$ cat config.mk
export PLATFORM = sky130hd
export DESIGN_NAME = ex_div_flat
export DESIGN_NICKNAME = d
export VERILOG_FILES = /design/src/rtl/ex_div_pkg.sv /design/src/rtl/ex_div_if.sv /design/src/rtl/ex_div.sv /design/src/flat_wrapper.sv
export SDC_FILE = /design/constraint.sdc
export NUM_CORES = 1
export LEC_CHECK = 0
export CORE_MARGIN = 10
export CORE_UTILIZATION = 41
export DETAILED_ROUTE_END_ITERATION = 10
export PLACE_DENSITY_LB_ADDON = 0.12
export SLEW_MARGIN = 5
export SYNTH_ARGS = -nofsm -noshare
export SYNTH_HDL_FRONTEND = slang
export SYNTH_SLANG_ARGS = --single-unit
$ cat constraint.sdc
create_clock -name clk -period 8.8 [get_ports clk]
set_input_delay 1.32 -clock clk [delete_from_list [all_inputs] [get_ports clk]]
set_output_delay 1.32 -clock clk [all_outputs]
set_load 0.1 [all_outputs]
$ cat src/rtl/ex_div_pkg.sv
// Shared widths, encodings and helpers for the execute-stage iterative divider.
package ex_div_pkg;

   localparam int CPU_WIDTH      = 32;
   localparam int REG_ADDR_WIDTH = 5;
   localparam int FLOW_WIDTH     = 2;
   localparam int DIV_OP_WIDTH   = 2;

   typedef enum logic [FLOW_WIDTH-1:0] {
      FLOW_WORK    = 2'd0,
      FLOW_STOP    = 2'd1,
      FLOW_REFRESH = 2'd2
   } flow_e;

   // bit 0 set = unsigned, bit 1 set = remainder
   typedef enum logic [DIV_OP_WIDTH-1:0] {
      DIV_OP_DIV  = 2'b00,
      DIV_OP_DIVU = 2'b01,
      DIV_OP_REM  = 2'b10,
      DIV_OP_REMU = 2'b11
   } div_op_e;

   typedef enum logic [1:0] {
      DIV_IDLE = 2'd0,
      DIV_CALC = 2'd1,
      DIV_DONE = 2'd2
   } div_state_e;

   function automatic logic [CPU_WIDTH-1:0] abs_val(input logic [CPU_WIDTH-1:0] x);
      return x[CPU_WIDTH-1] ? -x : x;
   endfunction

endpackage

$ cat src/rtl/ex_div_if.sv
// EX-stage divider handshake: operands and flow command in, stall/result out.
interface ex_div_if;
   import ex_div_pkg::*;

   flow_e                     flow_ex_i;
   logic                      div_start_i;
   div_op_e                   div_op_i;
   logic [CPU_WIDTH-1:0]      dividend_i;
   logic [CPU_WIDTH-1:0]      divisor_i;
   logic [REG_ADDR_WIDTH-1:0] reg_wr_adder_i;
   logic                      div_busy_o;
   logic                      div_ready_o;
   logic [CPU_WIDTH-1:0]      div_res_o;
   logic [REG_ADDR_WIDTH-1:0] reg_wr_adder_o;

   modport master (
      output flow_ex_i, div_start_i, div_op_i, dividend_i, divisor_i, reg_wr_adder_i,
      input  div_busy_o, div_ready_o, div_res_o, reg_wr_adder_o
   );

   modport slave (
      input  flow_ex_i, div_start_i, div_op_i, dividend_i, divisor_i, reg_wr_adder_i,
      output div_busy_o, div_ready_o, div_res_o, reg_wr_adder_o
   );

endinterface

$ cat src/rtl/ex_div.sv
// Iterative restoring divider for RV32M DIV/DIVU/REM/REMU, one quotient bit per cycle.
//  state    | meaning
//  DIV_IDLE | waiting for an accepted start
//  DIV_CALC | 32 restoring steps, cnt_q = 0..31
//  DIV_DONE | result valid, held while flow is STOP
module ex_div
   import ex_div_pkg::*;
(
   input logic     clk,
   input logic     rst_n,
   ex_div_if.slave div
);

   div_state_e                state, state_nxt;
   div_op_e                   op_q;
   logic [REG_ADDR_WIDTH-1:0] tag_q;
   logic                      sgn_a_q, sgn_b_q;
   logic [CPU_WIDTH-1:0]      rem_q, acc_q, dvs_q, res_q;
   logic [4:0]                cnt_q;

   logic                 accept, refresh, in_signed, div_zero, ovf, special;
   logic [CPU_WIDTH-1:0] special_res;
   logic [CPU_WIDTH:0]   rem_sh, trial;
   logic                 ge;
   logic [CPU_WIDTH-1:0] rem_step, quo_step, q_fix, r_fix, res_calc;

   assign refresh     = (div.flow_ex_i == FLOW_REFRESH);
   assign accept      = (state == DIV_IDLE) && div.div_start_i && !refresh;
   assign in_signed   = !div.div_op_i[0];
   assign div_zero    = (div.divisor_i == '0);
   assign ovf         = in_signed && (div.dividend_i == 32'h8000_0000) &&
                        (div.divisor_i == 32'hFFFF_FFFF);
   assign special     = div_zero || ovf;
   assign special_res = div.div_op_i[1] ? (div_zero ? div.dividend_i : '0)
                                        : (div_zero ? 32'hFFFF_FFFF : 32'h8000_0000);

   // acc_q starts as the dividend magnitude and fills with quotient bits from the right
   assign rem_sh   = {rem_q, acc_q[CPU_WIDTH-1]};
   assign trial    = rem_sh - {1'b0, dvs_q};
   assign ge       = !trial[CPU_WIDTH];
   assign rem_step = ge ? trial[CPU_WIDTH-1:0] : rem_sh[CPU_WIDTH-1:0];
   assign quo_step = {acc_q[CPU_WIDTH-2:0], ge};
   assign q_fix    = (!op_q[0] && (sgn_a_q ^ sgn_b_q)) ? -quo_step : quo_step;
   assign r_fix    = (!op_q[0] && sgn_a_q) ? -rem_step : rem_step;
   assign res_calc = op_q[1] ? r_fix : q_fix;

   always_ff @(posedge clk or negedge rst_n) begin
      if (!rst_n) state <= DIV_IDLE;
      else        state <= state_nxt;
   end

   always_comb begin
      state_nxt = state;
      case (state)
         DIV_IDLE: if (accept) state_nxt = special ? DIV_DONE : DIV_CALC;
         DIV_CALC: begin
            if (refresh)              state_nxt = DIV_IDLE;
            else if (cnt_q == 5'd31)  state_nxt = DIV_DONE;
         end
         DIV_DONE: if (div.flow_ex_i != FLOW_STOP) state_nxt = DIV_IDLE;
         default:  state_nxt = DIV_IDLE;
      endcase
   end

   always_comb begin
      div.div_busy_o  = 1'b0;
      div.div_ready_o = 1'b0;
      case (state)
         DIV_IDLE: div.div_busy_o  = accept;
         DIV_CALC: div.div_busy_o  = !refresh;
         DIV_DONE: div.div_ready_o = 1'b1;
         default: ;
      endcase
   end

   always_ff @(posedge clk or negedge rst_n) begin
      if (!rst_n) begin
         op_q    <= DIV_OP_DIV;
         tag_q   <= '0;
         sgn_a_q <= 1'b0;
         sgn_b_q <= 1'b0;
         rem_q   <= '0;
         acc_q   <= '0;
         dvs_q   <= '0;
         cnt_q   <= '0;
         res_q   <= '0;
      end else if (accept) begin
         op_q    <= div.div_op_i;
         tag_q   <= div.reg_wr_adder_i;
         sgn_a_q <= in_signed && div.dividend_i[CPU_WIDTH-1];
         sgn_b_q <= in_signed && div.divisor_i[CPU_WIDTH-1];
         acc_q   <= in_signed ? abs_val(div.dividend_i) : div.dividend_i;
         dvs_q   <= in_signed ? abs_val(div.divisor_i) : div.divisor_i;
         rem_q   <= '0;
         cnt_q   <= '0;
         if (special) res_q <= special_res;
      end else if ((state == DIV_CALC) && !refresh) begin
         rem_q <= rem_step;
         acc_q <= quo_step;
         cnt_q <= cnt_q + 5'd1;
         if (cnt_q == 5'd31) res_q <= res_calc;
      end
   end

   assign div.div_res_o      = res_q;
   assign div.reg_wr_adder_o = tag_q;

endmodule

$ cat src/flat_wrapper.sv
// flat-port wrapper written by rule: the top's interface ports become plain ports
module ex_div_flat import ex_div_pkg::*;
  (clk, rst_n, div_flow_ex_i, div_div_start_i, div_div_op_i, div_dividend_i, div_divisor_i, div_reg_wr_adder_i, div_div_busy_o, div_div_ready_o, div_div_res_o, div_reg_wr_adder_o);
  ex_div_if div_i ();
  input logic clk;
  input logic rst_n;
  input wire logic [$bits(div_i.flow_ex_i)-1:0] div_flow_ex_i;
  input wire logic [$bits(div_i.div_start_i)-1:0] div_div_start_i;
  input wire logic [$bits(div_i.div_op_i)-1:0] div_div_op_i;
  input wire logic [$bits(div_i.dividend_i)-1:0] div_dividend_i;
  input wire logic [$bits(div_i.divisor_i)-1:0] div_divisor_i;
  input wire logic [$bits(div_i.reg_wr_adder_i)-1:0] div_reg_wr_adder_i;
  output wire logic [$bits(div_i.div_busy_o)-1:0] div_div_busy_o;
  output wire logic [$bits(div_i.div_ready_o)-1:0] div_div_ready_o;
  output wire logic [$bits(div_i.div_res_o)-1:0] div_div_res_o;
  output wire logic [$bits(div_i.reg_wr_adder_o)-1:0] div_reg_wr_adder_o;
  assign div_i.flow_ex_i = div_flow_ex_i;
  assign div_i.div_start_i = div_div_start_i;
  assign div_i.div_op_i = div_div_op_i;
  assign div_i.dividend_i = div_dividend_i;
  assign div_i.divisor_i = div_divisor_i;
  assign div_i.reg_wr_adder_i = div_reg_wr_adder_i;
  assign div_div_busy_o = div_i.div_busy_o;
  assign div_div_ready_o = div_i.div_ready_o;
  assign div_div_res_o = div_i.div_res_o;
  assign div_reg_wr_adder_o = div_i.reg_wr_adder_o;
  ex_div u_core (.clk(clk), .rst_n(rst_n), .div(div_i));
endmodule
==> metrics.yaml <==
status: "complete, no violations"
critPathRequiredTime_ns: 9.11
wl_per_cell_microns: 20.7
syn_area_sq_mm: 0.0118
start_util: 0.420
ctsHoldBuffers: 0
cts_root_buf: "clkbuf_16"
crit_fanout: 43
htree_levels: 4
hold_viol_final: 0
drc: 0
async_flop_share: 1.00
synth_edf_count: 0
synth.avg_cell_area_sq_um: 7.67
dieArea_sq_mm: 0.0359
clock_path_buffers: 2
antenna_found_initial: 0
dieWidth_microns: 189
netlist_instances: 1533
fin_util: 0.495
min_path_type: "flop to flop"
nets: 1722
fillers: 2774
worst_pin_slew_ns: 1.16
n_antenna_cell: 0
pre_cts_slack_ns: 3.03
mappedNetlistNets: 1649
cp-start-kind: "flop"
grt_pass1_wl_microns: 65000
grt.total_usage: 0.227
critical_path_class: "flop to flop"
ys.warnings.count: 0
post_cts_resized: 0
hpwl_microns: 30800
grt_pass1_vias: 11200
max_cap_viol_count: 0
yosysSeqAreaShare: 0.306
drt-initial-drc-count: 944
final_max_slew_viol_count: 0
place_area_sq_mm: 0.0132
ios: 115
seq_area_sq_mm: 0.00360
synth_flop_cell: "dfrtp_1"
cp-end-kind: "flop"
post-route-min-period_ns: 5.88
rsz0062_at_grt: "no"
finalWorstSetupSlack_ns: 2.92
place_congestion: 0.886
maxSlewHeadroom: 0.227
finalWirelength_microns: 41300
insertion_delay_ns: 0.45
worst_ep_arrival_time_ns: 6.19
power.leakage_nw: 5.79
layout-drive-gt1-share: 0.0501
core_sq_mm: 0.0280
num_rows: 61
area_growth_pct: 17.9
grt_overflow: 0
cts_setup_buffers: 0
port_buffers: 114
multi_input_area_sq_mm: 0.00766
clk_pin_slew_ns: 0.06
viasPerCell: 5.86
setup_tns_ns: 0
grt_start_max_net_pins: 94
dr_total_vias: 11700
ir_worst_vdd_mv: 0.181
post-route-cell-area_sq_mm: 0.0139
place_inst: 1965
clock-sinks: 144
stdcell_count: 1996
dr.pass1.iters: 6
fin_crit_sh: 0.668
fmax_mhz: 170
postRouteAntennaNets: 0
finClkSkew_ns: 0.0156
finalSetupViolCount: 0
fp.dieH_microns: 189
synth.distinct_cells: 90
pwr_density_cell_mw_per_mm2: 378
cts_buffers: 17
cts_tree: "done"
synth-seq-cells: 144
==> flip-flops by register name, summed over array words and instances, names as in the netlist <==
name and count:
u_core.acc_q 32, u_core.cnt_q 5, u_core.div.div_res_o 32, u_core.div.reg_wr_adder_o 5
u_core.dvs_q 32, u_core.op_q 2, u_core.rem_q 32, u_core.sgn_a_q 1
u_core.sgn_b_q 1, u_core.state 2
==> cells by family after synthesis <==
| group | count (synthesis) | share of synthesized area |
|---|---|---|
| multiplexers | 40 | 0.0352 |
| adder cells (fa/ha/maj) | 40 | 0.0432 |
| flip-flops | 144 | 0.306 |
| AND/OR/NAND/NOR | 601 | 0.235 |
| AO/OA/AOI/OAI | 448 | 0.239 |
| XOR/XNOR | 131 | 0.0975 |
| buffers and inverters | 129 | 0.0438 |
==> synthesized netlist by cell type (5+ instances only) <==
master | instances | share of area
buf_2 | 5 | 0.0021
and2_1 | 10 | 0.0053
inv_1 | 50 | 0.016
and4_1 | 6 | 0.0045
o22ai_1 | 8 | 0.0043
o21ai_0 | 146 | 0.062
or3_1 | 14 | 0.0074
ha_1 | 39 | 0.041
nand3b_1 | 7 | 0.0045
xnor2_1 | 66 | 0.049
a21oi_1 | 91 | 0.039
nor2_1 | 139 | 0.044
or4_1 | 7 | 0.0045
nor4_1 | 14 | 0.0074
nor2b_1 | 12 | 0.0064
buf_1 | 6 | 0.0019
o21ai_1 | 15 | 0.0064
nand2b_1 | 9 | 0.0048
nand2_1 | 274 | 0.087
o21a_1 | 9 | 0.0057
nand3_1 | 21 | 0.0089
o221ai_1 | 17 | 0.013
o41ai_1 | 10 | 0.0074
o211ai_1 | 16 | 0.010
xor2_1 | 65 | 0.048
mux2i_1 | 34 | 0.029
nand4_1 | 19 | 0.010
dfrtp_1 | 144 | 0.31
o31ai_1 | 23 | 0.015
nor3_1 | 36 | 0.015
clkbuf_1 | 64 | 0.020
a31oi_1 | 37 | 0.020
a21o_1 | 12 | 0.0077
and3_1 | 9 | 0.0048
a211oi_1 | 15 | 0.0096
==> stage by stage <==
| stage | power, mW | hold slack, ns |
|---|---|---|
| final | 5.24 | 0.472 |
| after global routing | 5.65 | 0.499 |
| after CTS | 5.22 | 0.479 |
| after detailed placement | 4.35 | 0.464 |
| after global placement | 4.33 | 0.457 |
| after floorplan | 3.48 | 0.450 |
==> placed cells by master, fill, tap and decap left out, types with 16 or more instances in the layout <==
cell and instances:
a21oi_1 91, o211ai_1 16, o31ai_1 23, nand3_1 21, o221ai_1 17, nor3_1 36
mux2i_1 34, xor2_1 65, dfrtp_1 144, nand2_1 273, o21ai_0 146, nor2_1 138
a31oi_1 37, clkdlybuf4s50_1 113, ha_1 39, clkbuf_16 17, xnor2_1 66, nand4_1 19
buf_4 18, inv_1 50
==> final timing paths <==
path                                             to               startpoint  cells past startpoint  slack, ns
hold reg to reg             u_core.div.div_res_o[5]  u_core.div.div_res_o[5]                      2       0.47
setup / recovery           u_core.div.div_res_o[30]         u_core.acc_q[31]                     21       2.92
min in group asynchronous           u_core.dvs_q[7]                    rst_n                      1       1.00
max in group asynchronous          u_core.acc_q[30]                    rst_n                      2       6.49
hold / removal              u_core.div.div_res_o[5]  u_core.div.div_res_o[5]                      2       0.47
setup reg to reg           u_core.div.div_res_o[30]         u_core.acc_q[31]                     21       2.92
==> worst max-delay path, stage by stage (launching register included) <==
cell      delay (ns)
dfrtp_1         0.48
inv_1           0.07
ha_1            0.21
fa_1            0.44
nor2b_4         0.14
o31a_2          0.17
o21ai_1         0.16
a211oi_1        0.49
o21a_1          0.40
nor2_4          0.07
buf_4           0.31
inv_2           0.08
buf_4           0.42
nor2_1          0.07
a21oi_1         0.17
ha_1            0.25
or4b_1          0.45
mux2_4          0.35
nor4b_4         0.48
a41oi_1         0.19
xor2_1          0.21
o211ai_2        0.09
==> where the power goes <==
group	total, mW	switching (mW)	internal, mW
logic	3.26	2.07	1.19
clock network	0.854	0.309	0.545
registers	1.13	0.262	0.867
==> metal layers <==
metal / track usage / wire [microns]
met1: 0.315 / 19300
met2: 0.357 / 18900
met3: 0.0342 / 2270
met4: 0.0635 / 788
met5: 0 / 0
==> final cells by class <==
type / count / share of cell area
Clock inverter: 10 / 0.0150
Inverter: 51 / 0.0138
Tap cell: 378 / 0.0341
Multi-Input combinational cell: 1260 / 0.552
Sequential cell: 144 / 0.260
Clock buffer: 21 / 0.0332
Timing Repair Buffer: 132 / 0.0921
Note: power is estimated with default switching activity, not from simulation.
==> variant, RTL diff (same settings) <==
Re-encode `div_state_e` (3 states) as one-hot, 3 bits wide.
--- a/src/rtl/ex_div_pkg.sv
+++ b/src/rtl/ex_div_pkg.sv
@@ -20,10 +20,10 @@
       DIV_OP_REMU = 2'b11
    } div_op_e;
 
-   typedef enum logic [1:0] {
-      DIV_IDLE = 2'd0,
-      DIV_CALC = 2'd1,
-      DIV_DONE = 2'd2
+   typedef enum logic [2:0] {
+      DIV_IDLE = 3'b001,
+      DIV_CALC = 3'b010,
+      DIV_DONE = 3'b100
    } div_state_e;
 
    function automatic logic [CPU_WIDTH-1:0] abs_val(input logic [CPU_WIDTH-1:0] x);
Check against the original RTL: same outputs for any inputs over 4 cycles, from zero or initial values and one cycle with rst_n low; so few cycles prove little.
==> variant against the unedited design <==
  * Sequential share of layout area down 0.27 points
  * Synthesized cell count up 0.91%
  * Core utilization down 0.72 points
  * Area after synthesis up 3.2%
  * Maximum frequency up 1.1%
  * Wire length up 8.6%
  * Total power down 1.6%
  * Final area up 1.8%
  * Combinational power up 1%
  * Sequential cell count up 1
  * Worst setup slack better by 0.061 ns
  * Critical path type is now input pin to output pin
  * Largest cell class unchanged
==> variant: results <==
metrics = {
    "outcome": {
        "status": "complete, no violations",
    },
    "grt": {
        "gr-usage-all-layers": 0.241,
        "grt_max_degree": 83,
        "antenna_found_initial": 1,
        "met2_usage": 0.359,
        "grt_pass1_wl_um": 69400,
        "met3_usage": 0.0555,
        "met1_usage": 0.340,
    },
    "yosys": {
        "synthCells": 1547,
        "synthTopCellsByArea": "dfrtp_1 (30%), o21ai_0 (6.6%), nand2_1 (5.8%)",
        "ys_seq_area_frac": 0.299,
        "synth_compound_area_frac": 0.268,
        "synth-adder-area-share": 0.0419,
        "synth_xor_area_frac": 0.0932,
        "synth.distinct_cells": 85,
        "ys_top_cells_by_count": "nand2_1 (187), o21ai_0 (161), dfrtp_1 (144)",
        "synthFlopType": "dfrtp_1",
        "synthMuxAreaShare": 0.0259,
    },
    "clock_tree": {
        "cts_made_buffers": 17,
        "htree_levels": 4,
        "insertion_delay_ns": 0.44,
        "post_cts_buffers": 0,
        "clock_path_buffers": 2,
        "cts_root_buf": "clkbuf_16",
        "post_cts_resized": 0,
    },
    "power_and_ir_drop": {
        "vdd_drop_max_mv": 0.300,
        "leakage_nw": 5.88,
        "pwr-share-seq": 0.213,
        "p_clk_mw": 0.756,
        "switching_share": 0.534,
        "p_total_mw": 5.16,
    },
    "cells_and_area": {
        "layout-drive-gt1-share": 0.0482,
        "finalNonFillerCells": 2003,
        "nets": 1722,
        "areaGrowthSynthToFinish_pct": 16.4,
        "n_antenna_cell": 0,
        "fill_cells": 2859,
    },
    "route": {
        "detailroute.wirelength.met3_um": 3460,
        "first_pass_iters": 6,
        "drt_iter0_drc": 1253,
        "met1_length_um": 20800,
        "num_vias": 12200,
        "wl_met2_um": 19600,
        "top_layer": "met5",
        "post_drt_wl_per_cell_um": 22.4,
    },
    "sta": {
        "maxSlewHeadroom": 0.251,
        "fin_worst_skew_ns": 0.0144,
        "max_freq_mhz": 172,
    },
    "place": {
        "post-place-ws_ns": 3.01,
        "place_area_um2": 13500,
        "dp_hpwl_um": 34500,
        "place_congestion": 0.967,
        "portBuffers": 114,
    },
    "min_path": {
        "hold_class": "register to register",
    },
    "worst_setup_path": {
        "cp_top_family": "buffers and inverters",
        "cpPeakStageDelay_ns": 1.05,
        "worstPathArrival_ns": 4.50,
        "cp_slowest_cell": "clkdlybuf4s50_1",
        "crit_fanout": 65,
    },
}
-- variant: cell count changes after synthesis, moves of 11 or more --
cell     unedited run  this run
nand2_1           274       187
a22oi_1             1        34
a31oi_1            37        12
nor2_1            139       121
nand3_1            21        37
a21oi_1            91       106
o21ai_0           146       161
and2_1             10        23
buf_2               5        17
o21ai_1            15         4
-- variant: layout make-up --
| cell class | instances | share of cell area |
|---|---|---|
| Multi-Input combinational cell | 1258 | 0.563 |
| Sequential cell | 145 | 0.257 |
| Timing Repair Buffer | 130 | 0.0894 |
| Tap cell | 384 | 0.0340 |
| Clock buffer | 17 | 0.0301 |
| Inverter | 54 | 0.0144 |
| Clock inverter | 15 | 0.0117 |
-- variant: kinds of logic (layout without fill, tap and decap cells) --
logic type	after synthesis	after routing
AND/OR/NAND/NOR	560	560
AO/OA/AOI/OAI	501	501
flip-flops	145	145
buffers and inverters	144	216
XOR/XNOR	127	127
adder cells (fa/ha/maj)	40	40
multiplexers	30	30
-- variant: path summary, 6_finish.rpt --
| check | from | end | slack (ns) | cells past startpoint |
|---|---|---|---|---|
| worst min register to register | u_core.div.reg_wr_adder_o[4]$_DFFE_PN0P_ | u_core.div.reg_wr_adder_o[4]$_DFFE_PN0P_ | 0.48 | 2 |
| min in group asynchronous | rst_n | u_core.rem_q[22]$_DFFE_PN0P_ | 0.94 | 1 |
| worst min-delay path | u_core.div.reg_wr_adder_o[4]$_DFFE_PN0P_ | u_core.div.reg_wr_adder_o[4]$_DFFE_PN0P_ | 0.48 | 2 |
| worst max-delay path | div_flow_ex_i[0] | div_div_busy_o | 2.98 | 8 |
| worst max register to register | u_core.acc_q[31]$_DFFE_PN0P_ | u_core.div.div_res_o[26]$_DFFE_PN0P_ | 3.08 | 20 |
| max in group asynchronous | rst_n | u_core.state[2]$_DFFE_PN0P_ | 6.43 | 2 |
